File: src/rtl/mag_pkg.sv
// Shared definitions for the windowed magnitude statistics block:
// Q12.15 magnitude format and the window FSM state encoding.
package mag_pkg;

    localparam int MAG_W  = 27;
    localparam int FRAC_W = 15;

    typedef logic [MAG_W-1:0] mag_t;

    typedef enum logic {
        ST_ACCUM = 1'b0,
        ST_HOLD  = 1'b1
    } win_state_e;

endpackage

File: src/rtl/mag_win_acc.sv
// Window accumulator: sample counter, running max and (with WIN_AVG_EN) running sum.
// Exposes the post-sample max/sum so the caller can capture a completed window.
module mag_win_acc
    import mag_pkg::*;
#(
    parameter int WIN_LOG2 = 4,
    parameter int MAG_W    = mag_pkg::MAG_W
) (
    input  logic                      clk,
    input  logic                      rst_n,
    input  logic                      clr_i,
    input  logic                      xfer_i,
    input  logic [MAG_W-1:0]          mag_i,
    output logic                      last_o,
`ifdef WIN_AVG_EN
    output logic [MAG_W+WIN_LOG2-1:0] sum_next_o,
`endif
    output logic [MAG_W-1:0]          max_next_o
);

    localparam int                  SUM_W    = MAG_W + WIN_LOG2;
    localparam logic [WIN_LOG2-1:0] CNT_LAST = {WIN_LOG2{1'b1}};
    localparam logic [WIN_LOG2-1:0] CNT_ZERO = {WIN_LOG2{1'b0}};

    logic [WIN_LOG2-1:0] cnt_q, cnt_d;
    logic [MAG_W-1:0]    max_q, max_d;
    logic                first_s;
`ifdef WIN_AVG_EN
    logic [SUM_W-1:0]    sum_q, sum_d;
`endif

    // Post-sample values; the first sample of a window loads directly.
    always_comb begin
        first_s = (cnt_q == CNT_ZERO);
        last_o  = (cnt_q == CNT_LAST);
        if (first_s) begin
            max_next_o = mag_i;
        end else if (mag_i > max_q) begin
            max_next_o = mag_i;
        end else begin
            max_next_o = max_q;
        end
`ifdef WIN_AVG_EN
        if (first_s) begin
            sum_next_o = SUM_W'(mag_i);
        end else begin
            sum_next_o = sum_q + SUM_W'(mag_i);
        end
`endif
    end

    // Next-state for counter and running statistics; clear wins over a transfer.
    always_comb begin
        cnt_d = cnt_q;
        max_d = max_q;
`ifdef WIN_AVG_EN
        sum_d = sum_q;
`endif
        if (clr_i) begin
            cnt_d = CNT_ZERO;
            max_d = {MAG_W{1'b0}};
`ifdef WIN_AVG_EN
            sum_d = {SUM_W{1'b0}};
`endif
        end else if (xfer_i) begin
            cnt_d = last_o ? CNT_ZERO : (cnt_q + WIN_LOG2'(1'b1));
            max_d = max_next_o;
`ifdef WIN_AVG_EN
            sum_d = sum_next_o;
`endif
        end else begin
            cnt_d = cnt_q;
        end
    end

    // Accumulator state registers.
    always_ff @(posedge clk or negedge rst_n) begin
        if (!rst_n) begin
            cnt_q <= CNT_ZERO;
            max_q <= {MAG_W{1'b0}};
`ifdef WIN_AVG_EN
            sum_q <= {SUM_W{1'b0}};
`endif
        end else begin
            cnt_q <= cnt_d;
            max_q <= max_d;
`ifdef WIN_AVG_EN
            sum_q <= sum_d;
`endif
        end
    end

endmodule

File: src/rtl/mag_window_stats.sv
// Windowed peak/mean of a magnitude stream with a valid/ready result handshake.
// Optional macro WIN_AVG_EN builds the running sum and the avg output.
module mag_window_stats
    import mag_pkg::*;
#(
    parameter int WIN_LOG2 = 4,
    parameter int MAG_W    = mag_pkg::MAG_W
) (
    input  logic             clk,
    input  logic             rst,
    input  logic             clr,
    input  logic [MAG_W-1:0] in_mag,
    input  logic             in_valid,
    output logic             in_ready,
    output logic [MAG_W-1:0] peak,
`ifdef WIN_AVG_EN
    output logic [MAG_W-1:0] avg,
`endif
    output logic             out_valid,
    input  logic             out_ready
);

    win_state_e       state_q;
    logic             in_ready_q;
    logic             out_valid_q;
    logic [MAG_W-1:0] peak_q;
    logic             xfer_s;
    logic             acc_clr_s;
    logic             last_s;
    logic [MAG_W-1:0] max_next_s;
`ifdef WIN_AVG_EN
    localparam int    SUM_W = MAG_W + WIN_LOG2;
    logic [SUM_W-1:0] sum_next_s;
    logic [MAG_W-1:0] avg_q;
`endif

    // A sample is dropped in the cycle it is presented together with clr.
    always_comb begin
        xfer_s    = in_valid & in_ready_q & ~clr;
        acc_clr_s = clr & (state_q == ST_ACCUM);
    end

    mag_win_acc #(
        .WIN_LOG2 (WIN_LOG2),
        .MAG_W    (MAG_W)
    ) u_acc (
        .clk        (clk),
        .rst_n      (rst),
        .clr_i      (acc_clr_s),
        .xfer_i     (xfer_s),
        .mag_i      (in_mag),
        .last_o     (last_s),
`ifdef WIN_AVG_EN
        .sum_next_o (sum_next_s),
`endif
        .max_next_o (max_next_s)
    );

    // Window FSM with registered handshake flags and result capture.
    always_ff @(posedge clk or negedge rst) begin
        if (!rst) begin
            state_q     <= ST_ACCUM;
            in_ready_q  <= 1'b0;
            out_valid_q <= 1'b0;
            peak_q      <= {MAG_W{1'b0}};
`ifdef WIN_AVG_EN
            avg_q       <= {MAG_W{1'b0}};
`endif
        end else begin
            case (state_q)
                ST_ACCUM: begin
                    if (xfer_s && last_s) begin
                        state_q     <= ST_HOLD;
                        in_ready_q  <= 1'b0;
                        out_valid_q <= 1'b1;
                        peak_q      <= max_next_s;
`ifdef WIN_AVG_EN
                        avg_q       <= sum_next_s[SUM_W-1:WIN_LOG2];
`endif
                    end else begin
                        in_ready_q  <= 1'b1;
                        out_valid_q <= 1'b0;
                    end
                end
                ST_HOLD: begin
                    if (out_ready) begin
                        state_q     <= ST_ACCUM;
                        in_ready_q  <= 1'b1;
                        out_valid_q <= 1'b0;
                    end else begin
                        in_ready_q  <= 1'b0;
                        out_valid_q <= 1'b1;
                    end
                end
                default: begin
                    state_q     <= ST_ACCUM;
                    in_ready_q  <= 1'b0;
                    out_valid_q <= 1'b0;
                end
            endcase
        end
    end

    assign in_ready  = in_ready_q;
    assign out_valid = out_valid_q;
    assign peak      = peak_q;
`ifdef WIN_AVG_EN
    assign avg       = avg_q;
`endif

endmodule

File: config.mk
export PLATFORM = sky130hd
export DESIGN_NAME = mag_window_stats
export DESIGN_NICKNAME = d
export VERILOG_FILES = /design/src/rtl/mag_pkg.sv /design/src/rtl/mag_win_acc.sv /design/src/rtl/mag_window_stats.sv
export SDC_FILE = /design/constraint.sdc
export NUM_CORES = 1
export LEC_CHECK = 0
export BUFFER_PORTS_ARGS = -buffer_cell sky130_fd_sc_hd__buf_2
export CAP_MARGIN = 20
export CORE_MARGIN = 8
export CORE_UTILIZATION = 40
export CTS_CLUSTER_SIZE = 16
export DETAILED_ROUTE_END_ITERATION = 10
export PLACE_DENSITY = 0.7
export SYNTH_ARGS = -nofsm -noshare
export SYNTH_HDL_FRONTEND = slang
export SYNTH_SLANG_ARGS = --single-unit
File: constraint.sdc
create_clock -name clk -period 4.75 [get_ports clk]
set_input_delay 0.7125 -clock clk [delete_from_list [all_inputs] [get_ports clk]]
set_output_delay 0.7125 -clock clk [all_outputs]
set_load 0.02 [all_outputs]
==> qor.yml, run 1 <==
final_layout:
  final_nets: 485
  syn_to_final_growth_pct: 18.3
  drive_above_1_share_pct: 20.1
  final_core_util_pct: 47.8
clocking:
  clk_pin_slew_ps: 70
  htree_levels: 3
  root_buffer: "clkbuf_8"
  cts_sinks: 60
  cts_setup_buffers: 0
  clk_latency_ps: 340
  cts_tree: "built"
  hold_buffers: 0
  cts.repair.resized: 0
  clock_path_buffers: 2
  numCtsBuffers: 9
die:
  rows: 34
  initial_core_util_pct: 40.4
  dieArea_mm2: 0.0119
  die_w_um: 109
  core_area_mm2: 0.00855
  io_pins: 61
  die_height_um: 109
power_and_ir_drop:
  p_int_mw: 0.920
  pwr-share-clk_pct: 38.1
  ir_drop_mv: 0.132
  leakage_nw: 2.36
  finalPower_mw: 1.27
  p_seq_share_pct: 43.7
  p_switching_mw: 0.353
  p_sw_share_pct: 27.7
  p_per_area_mw_per_mm2: 311
  combPwrFrac_pct: 18.2
global_routing:
  busiest_layer: "met2"
  met2_usage_pct: 21.4
  grt_use_met1_pct: 16.3
  grt_usage_pct: 13.5
  gr-usage-met3_pct: 4.20
  grt_max_degree: 61
  grt_overflow: 0
  antenna_found_initial: 0
  first_global_vias: 2725
  grt_pass1_wl_mm: 12.7
sta:
  fin_skew_ps: 8.35
  drv_slew: 0
  min_period_over_period_pct: 59.9
  hold_viol: 0
  min_period_ps: 2850
  fin_hold_ws_ps: 521
  relSlewSlack_pct: 48.7
  rsz0062_at_grt: "no"
  setup-tns-final_ps: 0
  finalSetupViolCount: 0
  max_freq_mhz: 351
  worst_pin_slew_ps: 770
synthesis:
  seq_area_frac_synth_pct: 43.4
  synth_top_area_share_pct: 43.4
  syn_area_mm2: 0.00346
  ys_warn_count: 0
  synth_nets: 422
  synth_seq_cells: 60
  synthCells: 361
  avgSynthCellArea_um2: 9.58
  ys_types: 33
  yosys.area.top_type: "dfrtp_1"
  synth_area_leaders: "dfrtp_1, mux2i_1, ha_1"
place:
  dp_hpwl_mm: 5.44
  portBuffers: 60
  gp_congestion: 0.792
route:
  drtIter0Drc: 113
  ant_nets: 0
  first_pass_iters: 4
  drc: 0
  drt_wl_total_mm: 7.67
  routed-via-count: 2666
  avgViaCountPerCell: 4.96
  wire_per_inst_um: 14.3
worst_hold_path:
  min_path_type: "reg2reg"
  hold_path_depth: 1
  min_from: "u_acc.cnt_q[3]"
setup_path:
  crit_required_ps: 4960
  worstPathArrival_ps: 3060
  critPathKind: "in2reg"
  timing.rr.start: "u_acc.max_q[22]"
  r2r_cells: 9
  path_max_fanout: 20
  start_kind: "primary input"
  setup.worst_path.start: "in_mag[25]"
  cp-end-kind: "flop"
flow_run:
  maxCapViolCount: 0
status:
  status: "completed"
-- logic make-up after synthesis --
group | Yosys count | synth area share, %
adder cells (fa/ha/maj) | 29 | 10.5
AO/OA/AOI/OAI | 53 | 8.65
multiplexers | 54 | 15.6
buffers and inverters | 70 | 8.79
XOR/XNOR | 1 | 0.253
AND/OR/NAND/NOR | 94 | 12.7
flip-flops | 60 | 43.4
-- worst paths after layout --
check	end	slack, ps
setup / recovery	peak[11]	1900
hold / removal	u_acc.cnt_q[3]	520
setup reg to reg	peak[11]	1980
hold reg to reg	u_acc.cnt_q[3]	520
max in group asynchronous	out_valid	3710
min in group asynchronous	peak[5]	530
-- layout by cell type, fill, tap and decap left out, types with 2 or more instances in the layout --
master      Yosys  layout
buf_2           0      60
a21o_1          4       4
dfrtp_1        60      60
nand4_1         7       7
inv_1          57      57
nor2_1         29      29
nor3_1          3       2
nand2_1        36      36
mux2i_1        54      54
clkbuf_8        0      12
nor3b_1         2       2
a21oi_1        37      37
o21ai_1         4       4
a211oi_1        3       3
clkinvlp_4      0       2
buf_4           0       4
ha_1           29      29
nand3_1         7       7
-- metrics by stage --
| stage | instance area [µm²] | worst slack [ps] | cells |
|---|---|---|---|
| final | 4090 | 1900 | 537 |
| after global routing | 4090 | 1630 | 536 |
| after CTS | 4060 | 1860 | 535 |
| after detailed placement | 3850 | 1510 | 520 |
| after global placement | 3850 | 1600 | 520 |
| after floorplan | 3460 | 2240 | 361 |
-- layer usage --
layer	part of all wire [%]	vias to the layer above
li1	-	1329
met1	44	1283
met2	47	41
met3	6.5	13
met4	2.0	0
met5	0	-
-- Yosys cell counts --
| master | instances |
|---|---|
| a21oi_1 | 37 |
| a211oi_1 | 3 |
| a31oi_1 | 1 |
| o21ai_0 | 1 |
| clkbuf_1 | 8 |
| and2_1 | 1 |
| nor2b_1 | 1 |
| nand4_1 | 7 |
| nor2_2 | 1 |
| nand2_1 | 36 |
| a22o_1 | 1 |
| o22ai_2 | 1 |
| o21ai_1 | 4 |
| buf_8 | 1 |
| nor3_1 | 3 |
| ha_1 | 29 |
| nor2_1 | 29 |
| a221oi_1 | 1 |
| or2_1 | 1 |
| nand3_1 | 7 |
| a21o_1 | 4 |
| nor4_1 | 1 |
| dfrtp_1 | 60 |
| buf_6 | 4 |
| nand3b_1 | 1 |
| nand2b_1 | 1 |
| nor3b_1 | 2 |
| nand4_2 | 1 |
| mux2i_1 | 54 |
| nor3_2 | 1 |
| xnor2_1 | 1 |
| nand2_8 | 1 |
| inv_1 | 57 |
-- sequential cells by signal, summed over array words and instances, names as in the netlist --
register / flops
in_ready: 1
u_acc.max_q: 27
peak: 27
out_valid: 1
u_acc.cnt_q: 4
-- area by class of cell --
cell class / count / area [µm²]
antenna: 1 / 2.50
tap: 108 / 135
fill: 818 / 4460
inverter: 57 / 214
multi-input combinational: 231 / 1670
timing repair buffer: 65 / 358
clock buffer: 12 / 165
sequential: 60 / 1500
clock inverter: 3 / 45.0
-- critical path, stage by stage --
cell,delay [ps]
buf_2,120
ha_1,320
nand4_2,140
nor4_1,400
a21oi_1,170
o22ai_4,410
buf_4,440
mux2i_1,250
a21oi_1,90
-- power groups by stage --
| stage | sequential (mW) | clock [mW] | combinational (mW) |
|---|---|---|---|
| after CTS | 0.556 | 0.494 | 0.235 |
| after floorplan | 0.560 | 0 | 0.178 |
| after global placement | 0.564 | 0 | 0.227 |
| after global routing | 0.559 | 0.518 | 0.264 |
| after detailed placement | 0.566 | 0 | 0.233 |
| final | 0.557 | 0.485 | 0.231 |
Power figures use the tool's default switching activity.
==> inputs of run 2 (changes only) <==
--- a/config.mk
+++ b/config.mk
@@ -5,6 +5,7 @@
 export SDC_FILE = /design/constraint.sdc
 export NUM_CORES = 1
 export LEC_CHECK = 0
+export ABC_AREA = 1
 export BUFFER_PORTS_ARGS = -buffer_cell sky130_fd_sc_hd__buf_2
 export CAP_MARGIN = 20
 export CORE_MARGIN = 8
==> constraint.sdc (replaced) <==
create_clock -name clk -period 2.9 [get_ports clk]
set_input_delay 0.435 -clock clk [delete_from_list [all_inputs] [get_ports clk]]
set_output_delay 0.435 -clock clk [all_outputs]
set_load 0.02 [all_outputs]
==> qor.yml, run 2 <==
global_routing:
  first_global_vias: 3504  # was 2725
  grt_max_degree: 61  # unchanged
  antenna_found_initial: 0  # unchanged
  grt_pass1_wl_mm: 16.1  # was 12.7 mm
  grt_overflow: 0  # unchanged
  grt_usage_pct: 15.6  # was 13.5%
place:
  portBuffers: 60  # unchanged
  dp_hpwl_mm: 6.55  # was 5.44 mm
  dp.cells: 653  # was 520
  dp_slack_ps: 488  # was 1510 ps
  gp_congestion: 0.774  # was 0.792
worst_hold_path:
  min_path_type: "in2async"  # was reg2reg
clocking:
  htree_levels: 3  # unchanged
  numCtsBuffers: 9  # unchanged
  cts_tree: "built"  # unchanged
  hold_buffers: 0  # unchanged
  clk_latency_ps: 350  # was 340 ps
  cts_setup_buffers: 0  # unchanged
  cts_sinks: 60  # unchanged
  clk_pin_slew_ps: 70  # about the same
  clock_path_buffers: 2  # unchanged
  root_buffer: "clkbuf_8"  # unchanged
  cts.repair.resized: 0  # unchanged
setup_path:
  path_max_fanout: 28  # was 20
  critPathKind: "reg2reg"  # was in2reg
  crit_required_ps: 3140  # was 4960 ps
  start_kind: "flop"  # was primary input
  worstPathArrival_ps: 2560  # was 3060 ps
  cp-end-kind: "flop"  # unchanged
  r2r_setup_slack_ps: 580  # was 1980 ps
synthesis:
  yosys.area.top_type: "dfrtp_1"  # unchanged
  synth_compound_area_share_pct: 2.30  # was 8.65%
  synthMuxAreaShare_pct: 0  # was 15.6%
  synth-async-reset-ratio_pct: 100  # unchanged
  synth_fa_ha_area_share_pct: 9.65  # was 10.5%
  synth_top_area_share_pct: 39.9  # was 43.4%
  synthCells: 492  # was 361
  synthFlopType: "dfrtp_1"  # unchanged
  ys_warn_count: 0  # unchanged
  synth_edf_count: 0  # unchanged
  avgSynthCellArea_um2: 7.64  # was 9.58 µm²
  synth_top_family_by_area: "simple AND/OR/NAND/NOR gates"  # was multiplexers
  synth_most_common_cell: "nand2_1"  # was dfrtp_1
  synth_common_cells: "nand2_1, nand3_1, inv_1, dfrtp_1, ha_1"  # was dfrtp_1, inv_1, mux2i_1, a21oi_1, nand2_1
  ys_types: 24  # was 33
  synthSimpleGateAreaFrac_pct: 37.1  # was 12.7%
  synth_xor_area_share_pct: 0.233  # was 0.253%
  synth_nets: 553  # was 422
  synth_seq_cells: 60  # unchanged
  synth_area_leaders: "dfrtp_1, nand2_1, nand3_1"  # was dfrtp_1, mux2i_1, ha_1
  seq_area_frac_synth_pct: 39.9  # was 43.4%
  syn_area_mm2: 0.00376  # was 0.00346 mm²
sta:
  min_period_over_period_pct: 80.1
  min_period_ps: 2320
  drv_slew: 0  # unchanged
  worst_pin_slew_ps: 786  # was 770 ps
  fin_skew_ps: 12.7  # was 8.35 ps
  hold_viol: 0  # unchanged
  rsz0062_at_grt: "no"  # unchanged
  max_freq_mhz: 430
  setup_ws_ps: 576  # was 1900 ps
  finalSetupViolCount: 0  # unchanged
  setup-tns-final_ps: 0  # unchanged
  fin_hold_ws_ps: 245  # was 521 ps
  relSlewSlack_pct: 47.6  # was 48.7%
route:
  drtIter0Drc: 159  # was 113
  wire_per_inst_um: 13.9  # was 14.3 µm
  first_pass_iters: 7  # was 4
  avgViaCountPerCell: 5.01  # was 4.96
  drc: 0  # unchanged
  drt_wl_total_mm: 9.30  # was 7.67 mm
  routed-via-count: 3350  # was 2666
  ant_nets: 0  # unchanged
power_and_ir_drop:
  p_switching_mw: 0.737  # was 0.353 mW
  pwr-share-clk_pct: 31.6  # was 38.1%
  combPwrFrac_pct: 25.5  # was 18.2%
  p_int_mw: 1.40  # was 0.920 mW
  leakage_nw: 2.54  # was 2.36 nW
  p_sw_share_pct: 34.5  # was 27.7%
  p_seq_share_pct: 42.9  # was 43.7%
  p_per_area_mw_per_mm2: 493  # was 311 mW/mm²
  ir_drop_mv: 0.309  # was 0.132 mV
die:
  io_pins: 61  # unchanged
  die_w_um: 113  # was 109 µm
  initial_core_util_pct: 40.9  # was 40.4%
  dieArea_mm2: 0.0128  # was 0.0119 mm²
  die_height_um: 113  # was 109 µm
  rows: 35  # was 34
  core_area_mm2: 0.00920  # was 0.00855 mm²
final_layout:
  mostFrequentLayoutCell: "nand2_1"
  final_nets: 614  # was 485
  syn_to_final_growth_pct: 14.9  # was 18.3%
  drive_above_1_share_pct: 19.5  # was 20.1%
  layout_common_cells: "nand2_1, nand3_1, inv_1"  # was dfrtp_1, buf_2, inv_1
  diodes: 0  # was 1
  fin_cells: 669  # was 537
flow_run:
  maxCapViolCount: 0  # unchanged
status:
  status: "completed"  # unchanged
run 2: cell count changes after synthesis, sizes merged, moves of 17 or more:
| cell | previous run | this run |
|---|---|---|
| inv | 57 | 83 |
| nand3 | 7 | 88 |
| nor2 | 30 | 13 |
| mux2i | 54 | 0 |
| a21oi | 37 | 8 |
| nand2 | 37 | 183 |
run 2: cell families after synthesis:
family	count (synthesis)
buffers and inverters	98
AO/OA/AOI/OAI	16
adder cells (fa/ha/maj)	29
flip-flops	60
XOR/XNOR	1
AND/OR/NAND/NOR	288
run 2: stage by stage:
step           power, mW  utilization, %  instance area [µm²]
2_1_floorplan       1.34               -                 3760
3_3_place_gp        1.45            45.0                 4140
3_5_place_dp        1.47            45.1                 4150
4_1_cts             2.15            47.0                 4320
5_1_grt             2.27            47.0                 4320
6_report            2.13            47.0                 4320
run 2: layout make-up:
class	count	area, µm²
sequential	60	1500
timing repair buffer	65	345
inverter	83	312
clock inverter	5	27.5
tap	111	139
multi-input combinational	334	1850
fill	933	4880
clock buffer	11	141
run 2: power by group through the flow:
stage | clock [mW] | combinational (mW) | sequential, mW
detailed placement | 0 | 0.545 | 0.929
floorplan | 0 | 0.414 | 0.926
CTS | 0.684 | 0.548 | 0.914
global route | 0.724 | 0.624 | 0.920
global placement | 0 | 0.526 | 0.927
finish | 0.674 | 0.543 | 0.916
run 2: worst paths after layout:
path	depth (start not counted)	endpoint	startpoint
max	7	peak[25]	u_acc.cnt_q[0]
min	2	peak[12]	rst
max reg2reg	7	peak[25]	u_acc.cnt_q[0]
min reg2reg	2	peak[10]	peak[10]
max in group asynchronous	2	peak[24]	rst
min in group clk	2	out_valid	out_ready
run 2: layer usage:
layer  track usage, %  up-vias  share of wire, %
met4             7.10        0               2.3
met2             26.1      100                46
li1                 -     1652                 -
met5                0        -                 0
met1             18.6     1579                45
met3             3.51       19               6.1
run 2: worst max-delay path: stages (launching register included):
cell and delay, ps:
dfrtp_1 410, inv_1 100, ha_1 170, nand3_2 580
nand2_8 640, nand2_1 150, nand3_1 110, nand2_1 50
==> inputs of run 3 (changes only) <==
--- a/config.mk
+++ b/config.mk
@@ -5,7 +5,7 @@
 export SDC_FILE = /design/constraint.sdc
 export NUM_CORES = 1
 export LEC_CHECK = 0
-export ABC_AREA = 1
+export ABC_AREA = 0
 export BUFFER_PORTS_ARGS = -buffer_cell sky130_fd_sc_hd__buf_2
 export CAP_MARGIN = 20
 export CORE_MARGIN = 8
==> constraint.sdc (replaced) <==
create_clock -name clk -period 2.4 [get_ports clk]
set_input_delay 0.36 -clock clk [delete_from_list [all_inputs] [get_ports clk]]
set_output_delay 0.36 -clock clk [all_outputs]
set_load 0.02 [all_outputs]
==> qor.yml, run 3 (synthesized netlist as in run 1, its figures left out) <==
clocking:
  hold_buffers: 0  # unchanged
  clock_path_buffers: 2  # unchanged
  cts_sinks: 60  # unchanged
  root_buffer: "clkbuf_8"  # unchanged
  cts_tree: "built"  # unchanged
  clk_latency_ps: 340  # was 350 ps
  numCtsBuffers: 9  # unchanged
  clk_pin_slew_ps: 70  # about the same
  htree_levels: 3  # unchanged
die:
  rows: 34  # was 35
  dieArea_mm2: 0.0119  # was 0.0128 mm²
  die_w_um: 109  # was 113 µm
  die_height_um: 109  # was 113 µm
  core_area_mm2: 0.00855  # was 0.00920 mm²
  initial_core_util_pct: 40.4  # was 40.9%
  io_pins: 61  # unchanged
global_routing:
  grt_usage_pct: 14.4  # was 15.6%
  antenna_found_initial: 0  # unchanged
  grt_max_degree: 39  # was 61
  grt_overflow: 0  # unchanged
  first_global_vias: 2877  # was 3504
  grt_pass1_wl_mm: 13.4  # was 16.1 mm
place:
  dp_hpwl_mm: 5.88  # was 6.55 mm
  portBuffers: 60  # unchanged
  dp.cells: 527  # was 653
  gp_congestion: 0.780  # was 0.774
power_and_ir_drop:
  p_per_area_mw_per_mm2: 581  # was 493 mW/mm²
  leakage_nw: 2.50  # was 2.54 nW
  ir_drop_mv: 0.269  # was 0.309 mV
  finalPower_mw: 2.55  # was 2.13 mW
route:
  drc: 0  # unchanged
  avgViaCountPerCell: 5.15  # was 5.01
  routed-via-count: 2856  # was 3350
  first_pass_iters: 4  # was 7
  drtIter0Drc: 97  # was 159
  wire_per_inst_um: 16.1  # was 13.9 µm
  ant_nets: 0  # unchanged
  drt_wl_total_mm: 8.96  # was 9.30 mm
setup_path:
  path_max_fanout: 7  # was 28
  cp-end-kind: "flop"  # unchanged
  start_kind: "flop"  # unchanged
  crit_required_ps: 2610  # was 3140 ps
  worstPathArrival_ps: 2580  # was 2560 ps
  critPathKind: "reg2reg"  # unchanged
final_layout:
  drive_above_1_share_pct: 26.4  # was 19.5%
  regArea_mm2: 0.00150  # unchanged
  diodes: 0  # unchanged
  final_nets: 505  # was 614
  fin_cells: 555  # was 669
  syn_to_final_growth_pct: 27.1  # was 14.9%
  fill_cells: 770  # was 933
  layout_common_cells: "dfrtp_1, buf_2, inv_1"  # was nand2_1, nand3_1, inv_1
  multi_input_area_mm2: 0.00183  # was 0.00185 mm²
sta:
  worst_pin_slew_ps: 952  # was 786 ps
  finalSetupViolCount: 0  # unchanged
  fin_hold_ws_ps: 10.8  # was 245 ps
  rsz0062_at_grt: "yes"  # was no
  hold_viol: 0  # unchanged
  min_period_ps: 2360  # was 2320 ps
  fin_skew_ps: 8.99  # was 12.7 ps
  min_period_over_period_pct: 98.5  # was 80.1%
  drv_slew: 0  # unchanged
  max_freq_mhz: 423  # was 430 MHz
  relSlewSlack_pct: 36.5  # was 47.6%
status:
  status: "completed"  # unchanged
worst_hold_path:
  min_path_type: "in2async"  # unchanged
flow_run:
  maxCapViolCount: 0  # unchanged
[run 3: cell types whose count changed in the layout (fill, tap and decap cells not counted), sizes merged, moves of 3 or more]
cell    delta
buf       +16
nand2    -143
nor2      +17
mux2i     +54
nand3     -81
nand4      +6
inv       -26
a211oi     +3
a21oi     +29
[run 3: area by class of cell]
| class | count | share of cell area, % |
|---|---|---|
| multi-input cells | 234 | 41.8 |
| clock buffers | 12 | 3.76 |
| flip-flops and latches | 60 | 34.2 |
| clock inverters | 2 | 0.228 |
| repair buffers | 82 | 12.1 |
| well taps | 108 | 3.08 |
| inverters | 57 | 4.87 |
[run 3: report_power, final]
group          total (mW)  switching (mW)  internal, mW
sequential           1.10          0.0433          1.06
clock               0.830           0.385         0.444
combinational       0.619           0.326         0.293
total                2.55           0.754          1.80
[run 3: worst paths after layout]
check	endpoint	from	slack [ps]	depth (start not counted)
max	peak[24]	u_acc.max_q[18]	40	10
min	peak[5]	rst	10	1
max reg2reg	peak[24]	u_acc.max_q[18]	40	10
min reg2reg	peak[2]	peak[2]	520	2
max in group asynchronous	peak[12]	rst	1770	2
min in group clk	u_acc.max_q[17]	in_mag[17]	280	3
[run 3: critical path, stage by stage, from the launching register on]
cell and delay [ps]:
dfrtp_1 420, inv_2 70, ha_4 270, nand4_1 170
nor3_2 200, a221oi_1 90, nor3b_2 180, o22ai_4 330
clkbuf_16 240, mux2i_1 180, a21oi_1 90
[run 3: timing repair]
action | in CTS | in global routing
cloned | 0 | 4
pin swaps | 0 | 13
buffers inserted | 0 | 10
setup endpoints to repair | 12 | 54
gates resized for setup | 1 | 17
[run 3: metrics by stage]
step	util [%]	setup TNS, ps	area [µm²]	setup slack (ps)
floorplan	-	0	3460	232
global placement	46.1	-1150	3940	-44.7
detailed placement	46.1	-2220	3940	-103
CTS	48.2	0	4120	0.801
global route	51.4	-3510	4390	-109
finish	51.4	0	4390	36.9
[run 3: layer usage]
layer | GRT usage, % | vias to the layer above | wire [µm]
li1 | - | 1385 | -
met1 | 16.8 | 1389 | 3830
met2 | 24.3 | 63 | 4440
met3 | 4.31 | 19 | 480
met4 | 5.77 | 0 | 207
met5 | 0 | - | 0
